## config.mk

```make
export PLATFORM = sky130hd
export DESIGN_NAME = irq_ctrl_flat
export DESIGN_NICKNAME = d
export VERILOG_FILES = /design/src/rtl/irq_ctrl_pkg.sv /design/src/rtl/irq_ctrl_if.sv /design/src/rtl/irq_prio_enc.sv /design/src/rtl/irq_ctrl.sv /design/src/flat_wrapper.sv
export SDC_FILE = /design/constraint.sdc
export NUM_CORES = 1
export LEC_CHECK = 0
export CORE_MARGIN = 10
export CORE_UTILIZATION = 39
export DETAILED_ROUTE_END_ITERATION = 7
export PLACE_DENSITY = 0.77
export SYNTH_ARGS = -nofsm -noshare
export SYNTH_HDL_FRONTEND = slang
export SYNTH_SLANG_ARGS = --single-unit
```

## constraint.sdc

```tcl
create_clock -name clk -period 1.8 [get_ports clk]
set_input_delay 0.36 -clock clk [delete_from_list [all_inputs] [get_ports clk]]
set_output_delay 0.36 -clock clk [all_outputs]
set_load 0.005 [all_outputs]
```

## src/rtl/irq_ctrl_pkg.sv

```systemverilog
// Shared constants for the interrupt controller: register addresses,
// vector field layout and the fixed index width.
package irq_ctrl_pkg;

   localparam int IDX_W = 5;

   localparam logic [1:0] ADDR_PENDING = 2'd0;
   localparam logic [1:0] ADDR_MASK    = 2'd1;
   localparam logic [1:0] ADDR_ACTIVE  = 2'd2;
   localparam logic [1:0] ADDR_VECTOR  = 2'd3;

   localparam int VEC_VALID_BIT = 31;

endpackage : irq_ctrl_pkg

```

## src/rtl/irq_ctrl_if.sv

```systemverilog
// Chip-select slave bus shared by the memory-mapped peripherals.
// The CPU side is the master; irq_ctrl is a slave.
interface irq_ctrl_if;

   logic        s_cs_n;
   logic [1:0]  s_address;
   logic        s_read;
   logic [31:0] s_readdata;
   logic        s_write;
   logic [31:0] s_writedata;

   modport master (
      output s_cs_n,
      output s_address,
      output s_read,
      output s_write,
      output s_writedata,
      input  s_readdata
   );

   modport slave (
      input  s_cs_n,
      input  s_address,
      input  s_read,
      input  s_write,
      input  s_writedata,
      output s_readdata
   );

endinterface : irq_ctrl_if

```

## src/rtl/irq_prio_enc.sv

```systemverilog
// Combinational priority encoder: lowest set index wins.
// idx is 0 when no request is set; valid qualifies it.
module irq_prio_enc
   import irq_ctrl_pkg::*;
#(
   parameter int NUM_IRQ = 8
) (
   input  logic [NUM_IRQ-1:0] req,
   output logic               valid,
   output logic [IDX_W-1:0]   idx
);

   // Scan from the top down so the lowest set bit is the last one written.
   always_comb begin
      valid = |req;
      idx   = '0;
      for (int i = NUM_IRQ - 1; i >= 0; i--) begin
         if (req[i]) begin
            idx = IDX_W'(i);
         end
      end
   end

endmodule : irq_prio_enc

```

## src/rtl/irq_ctrl.sv

```systemverilog
// Interrupt controller: rising-edge capture of peripheral irq levels into a
// W1C pending register, per-source mask, registered irq_out to the CPU and
// a VECTOR register giving the highest-priority (lowest index) active source.
// Optional macro IRQ_CTRL_SYNC_EN inserts a 2-flop synchronizer on irq_in
// ahead of edge detection for sources on other clock domains.
module irq_ctrl
   import irq_ctrl_pkg::*;
#(
   parameter int NUM_IRQ = 8
) (
   input  logic               clk,
   input  logic               reset_n,
   input  logic [NUM_IRQ-1:0] irq_in,
   irq_ctrl_if.slave          bus,
   output logic               irq_out
);

   logic [NUM_IRQ-1:0] irq_src;
   logic [NUM_IRQ-1:0] irq_prev_reg;
   logic [NUM_IRQ-1:0] edge_vec;
   logic [NUM_IRQ-1:0] clr_vec;
   logic [NUM_IRQ-1:0] pending_reg;
   logic [NUM_IRQ-1:0] pending_next;
   logic [NUM_IRQ-1:0] mask_reg;
   logic [NUM_IRQ-1:0] active;
   logic               irq_out_reg;
   logic [31:0]        readdata_reg;
   logic [31:0]        rd_data;
   logic               wr_en;
   logic               rd_en;
   logic               vec_valid;
   logic [IDX_W-1:0]   vec_idx;

`ifdef IRQ_CTRL_SYNC_EN
   logic [NUM_IRQ-1:0] sync1_reg;
   logic [NUM_IRQ-1:0] sync2_reg;

   // Two-stage synchronizer for asynchronous interrupt sources.
   always_ff @(posedge clk) begin
      if (!reset_n) begin
         sync1_reg <= '0;
         sync2_reg <= '0;
      end else begin
         sync1_reg <= irq_in;
         sync2_reg <= sync1_reg;
      end
   end

   assign irq_src = sync2_reg;
`else
   assign irq_src = irq_in;
`endif

   assign wr_en = ~bus.s_cs_n & bus.s_write;
   assign rd_en = ~bus.s_cs_n & bus.s_read;

   // Only rising edges are captured; a held level is seen once.
   assign edge_vec = irq_src & ~irq_prev_reg;
   assign clr_vec  = (wr_en && (bus.s_address == ADDR_PENDING))
                     ? bus.s_writedata[NUM_IRQ-1:0] : '0;

   // Per-source pending next state: a new edge beats a same-cycle clear.
   generate
      for (genvar gi = 0; gi < NUM_IRQ; gi++) begin : g_pending
         assign pending_next[gi] = edge_vec[gi] | (pending_reg[gi] & ~clr_vec[gi]);
      end
   endgenerate

   assign active = pending_reg & mask_reg;

   irq_prio_enc #(
      .NUM_IRQ (NUM_IRQ)
   ) u_prio_enc (
      .req   (active),
      .valid (vec_valid),
      .idx   (vec_idx)
   );

   // Edge history, pending, mask and the CPU interrupt line.
   always_ff @(posedge clk) begin
      if (!reset_n) begin
         irq_prev_reg <= '0;
         pending_reg  <= '0;
         mask_reg     <= '0;
         irq_out_reg  <= 1'b0;
      end else begin
         irq_prev_reg <= irq_src;
         pending_reg  <= pending_next;
         if (wr_en && (bus.s_address == ADDR_MASK)) begin
            mask_reg <= bus.s_writedata[NUM_IRQ-1:0];
         end
         irq_out_reg <= |active;
      end
   end

   // Read mux from current register state, so a read sees pre-write values.
   always_comb begin
      rd_data = '0;
      case (bus.s_address)
         ADDR_PENDING: rd_data[NUM_IRQ-1:0] = pending_reg;
         ADDR_MASK:    rd_data[NUM_IRQ-1:0] = mask_reg;
         ADDR_ACTIVE:  rd_data[NUM_IRQ-1:0] = active;
         ADDR_VECTOR: begin
            rd_data[VEC_VALID_BIT] = vec_valid;
            rd_data[IDX_W-1:0]     = vec_idx;
         end
      endcase
   end

   // Registered read data; holds its value between reads.
   always_ff @(posedge clk) begin
      if (!reset_n) begin
         readdata_reg <= '0;
      end else if (rd_en) begin
         readdata_reg <= rd_data;
      end
   end

   assign bus.s_readdata = readdata_reg;
   assign irq_out        = irq_out_reg;

endmodule : irq_ctrl
```

## src/flat_wrapper.sv

```systemverilog
// flat-port wrapper written by rule: the top's interface ports become plain ports
module irq_ctrl_flat import irq_ctrl_pkg::*;
#(
   parameter int NUM_IRQ = 8
)
  (clk, reset_n, irq_in, irq_out, bus_s_cs_n, bus_s_address, bus_s_read, bus_s_write, bus_s_writedata, bus_s_readdata);
  irq_ctrl_if bus_i ();
  input  logic clk;
  input  logic reset_n;
  input  logic [NUM_IRQ-1:0] irq_in;
  output logic irq_out;
  input wire logic [$bits(bus_i.s_cs_n)-1:0] bus_s_cs_n;
  input wire logic [$bits(bus_i.s_address)-1:0] bus_s_address;
  input wire logic [$bits(bus_i.s_read)-1:0] bus_s_read;
  input wire logic [$bits(bus_i.s_write)-1:0] bus_s_write;
  input wire logic [$bits(bus_i.s_writedata)-1:0] bus_s_writedata;
  output wire logic [$bits(bus_i.s_readdata)-1:0] bus_s_readdata;
  assign bus_i.s_cs_n = bus_s_cs_n;
  assign bus_i.s_address = bus_s_address;
  assign bus_i.s_read = bus_s_read;
  assign bus_i.s_write = bus_s_write;
  assign bus_i.s_writedata = bus_s_writedata;
  assign bus_s_readdata = bus_i.s_readdata;
  irq_ctrl #(.NUM_IRQ(NUM_IRQ)) u_core (.clk(clk), .reset_n(reset_n), .irq_in(irq_in), .bus(bus_i), .irq_out(irq_out));
endmodule
```

==> metrics.cfg <==
[die]
die_h_microns = 86.13
core_area_sq_mm = 0.004115
dieArea_sq_mm = 0.007418
chipWidth_microns = 86.13
start_util_pct = 41.44
ios = 80
rows = 23

[routing]
drt_pass1_iterations = 4
detail-route-antenna-nets = 0
wl_microns = 3860
vias_per_cell = 4.790
wl_per_cell_microns = 13.74
drt_iter0_drc = 154
drc_errors = 0
vias = 1346

[clock_tree]
clock_path_buffers = 2
cts_resized = 0
clk-insertion-delay-late_ns = 0.29
cts_tree = built
clk_pin_slew_ns = 0.07
numClockSinks = 34
cts_max_level = 2
hold_buffers = 0
post-cts-setup-buffer-count = 0
cts-root-buf = clkbuf_8
cts_made_buffers = 5

[placed_design]
io_buffers = 32
post-place-ws_ns = -0.04932
hpwl_microns = 3040
place_inst = 273
gp_congestion = 0.8319

[synth]
ys_top_cells_by_area = dfxtp_1, buf_4, nor2b_1
ys_ff_latch = 34
synth_largest_area_cell = dfxtp_1
synthMostInstantiatedCell = dfxtp_1
synth_area_sq_mm = 0.001705
ys_warn_count = 0
syn_avg_cell_area_sq_um = 9.023
ys_async_sr_fraction_pct = 0
synth.top_cell.area_share_pct = 39.91
synth-edff-count = 0
synth_common_cells = dfxtp_1, buf_4, nor2b_1
synthCells = 189
synth_cell_types = 39
ys.flop_type = dfxtp_1
ys_seq_area_share_pct = 39.91

[pwr]
clkPwrFrac_pct = 38.0
p_comb_share_pct = 14.0
power.share.sequential_pct = 48.1
p_leak_nw = 0.8674
power_mw = 1.705
p_int_mw = 1.307
p_sw_uw = 397.2
swShare_pct = 23.30
p_per_area_mw_per_mm2 = 792.5
peakVddDrop_uv = 403.6

[sta]
tns_ns = 0
min_period_over_period_pct = 86.18
slew_headroom_pct = 65.64
final.setup_skew_ns = 0.004583
fmax_mhz = 644.6
tightest_slew_ns = 0.5135
finalMaxSlewViolations = 0
worst_slack_ns = 0.2487
final_hold_viol_count = 0
min_period_ns = 1.551
setup_viol = 0
rsz0062_at_grt = false

[setup_path]
worst_setup_path_start_kind = input port
end_kind = flip-flop
crit_fanout = 7
crit_chain = clkdlybuf4s50_1 > nor2_1 > nand2_1 > o221ai_1 > a21oi_1
critPathArrivalTime_ns = 1.73
critPathTopFamily = simple AND/OR/NAND/NOR gates
critPathKind = input port to flip-flop
cpPeakStageDelay_ns = 0.51
crit_buf_inv = 1
critPathRequiredTime_ns = 1.98
critPathSlowestCell = clkdlybuf4s50_1

[finish]
regArea_sq_um = 680.7
multi_input_area_sq_um = 868.3
drive_above_1_share_pct = 10.39
largest_reg_flops = 9
final_nets = 277
stdcell_count = 281
area_delta_synth_final_pct = 26.12
n_antenna_cell = 0
fillers = 398

[global_routing]
antenna_found_initial = 0
grt_max_degree = 17
grt_overflow = 0
grt_pass1_wl_microns = 6327
grt_pass1_vias = 1311
grt_use_total_pct = 10.64

[worst_hold_path]
min_path_type = flip-flop to flip-flop

[job]
cap_violations = 0

[status]
outcome = completed

==> metrics by stage <==
step | hold WS [ns] | utilization [%] | area [sq um]
final | 0.4952 | 52.27 | 2151
after global routing | 0.5133 | 52.27 | 2151
after CTS | 0.4987 | 52.27 | 2151
after detailed placement | 0.4882 | 49.59 | 2041
after global placement | 0.4828 | 49.59 | 2041
after floorplan | 0.4652 | - | 1788
==> power groups by stage <==
stage	clock network [mW]	registers [mW]	logic, mW
finish	0.647	0.819	0.238
global placement	0	0.834	0.233
global route	0.705	0.823	0.267
detailed placement	0	0.836	0.236
CTS	0.668	0.819	0.238
floorplan	0	0.830	0.162
==> metal layers <==
metal / GRT usage [%] / share of wire [%] / vias to the layer above
met2: 15.21 / 43 / 62
li1: - / - / 686
met5: 0 / 0 / -
met3: 5.960 / 13 / 7
met4: 4.790 / 1.6 / 0
met1: 12.60 / 43 / 591
==> path summary, 6_finish.rpt <==
check / startpoint / to / slack, ns / depth (start not counted)
min reg2reg: u_core.bus.s_readdata[4]$_SDFFE_PN0P_ / u_core.bus.s_readdata[4]$_SDFFE_PN0P_ / 0.50 / 2
min: u_core.bus.s_readdata[4]$_SDFFE_PN0P_ / u_core.bus.s_readdata[4]$_SDFFE_PN0P_ / 0.50 / 2
max: bus_s_address[1] / u_core.bus.s_readdata[1]$_SDFFE_PN0P_ / 0.25 / 5
max reg2reg: u_core.pending_reg[6]$_SDFF_PN0_ / u_core.bus.s_readdata[31]$_SDFFE_PN0P_ / 0.48 / 4
==> kinds of logic (layout without fill, tap and decap cells) <==
logic type | Yosys count | count (layout) | share of synthesized area [%]
AOI/OAI and AO/OA | 48 | 48 | 19.08
other | 1 | 23 | 0.2199
and+or+nand+nor | 60 | 60 | 22.08
muxes | 8 | 8 | 4.696
buffers and inverters | 38 | 58 | 14.01
DFF | 34 | 34 | 39.91
==> final cells by class <==
| class | instances | area share, % |
|---|---|---|
| clock buffer | 8 | 5.119 |
| sequential | 34 | 31.65 |
| timing repair buffer | 43 | 18.73 |
| multi-input combinational | 139 | 40.37 |
| inverter | 7 | 1.222 |
| tap | 50 | 2.909 |
==> worst min-delay path, delay by kind of cell (launching register included) <==
kind             cells  cell delay [ns]
DFF                  1             0.31
and+or+nand+nor      2             0.14
==> cell usage in the layout, fill, tap and decap left out, types with 9 or more instances in the layout <==
cell type        instances
dfxtp_1                 34
clkdlybuf4s50_1         32
conb_1                  23
nor2b_1                 18
a21oi_1                 12
buf_4                   11
and2_1                   9
nor2_1                   9
No activity file was read; power rests on OpenSTA's default activity.
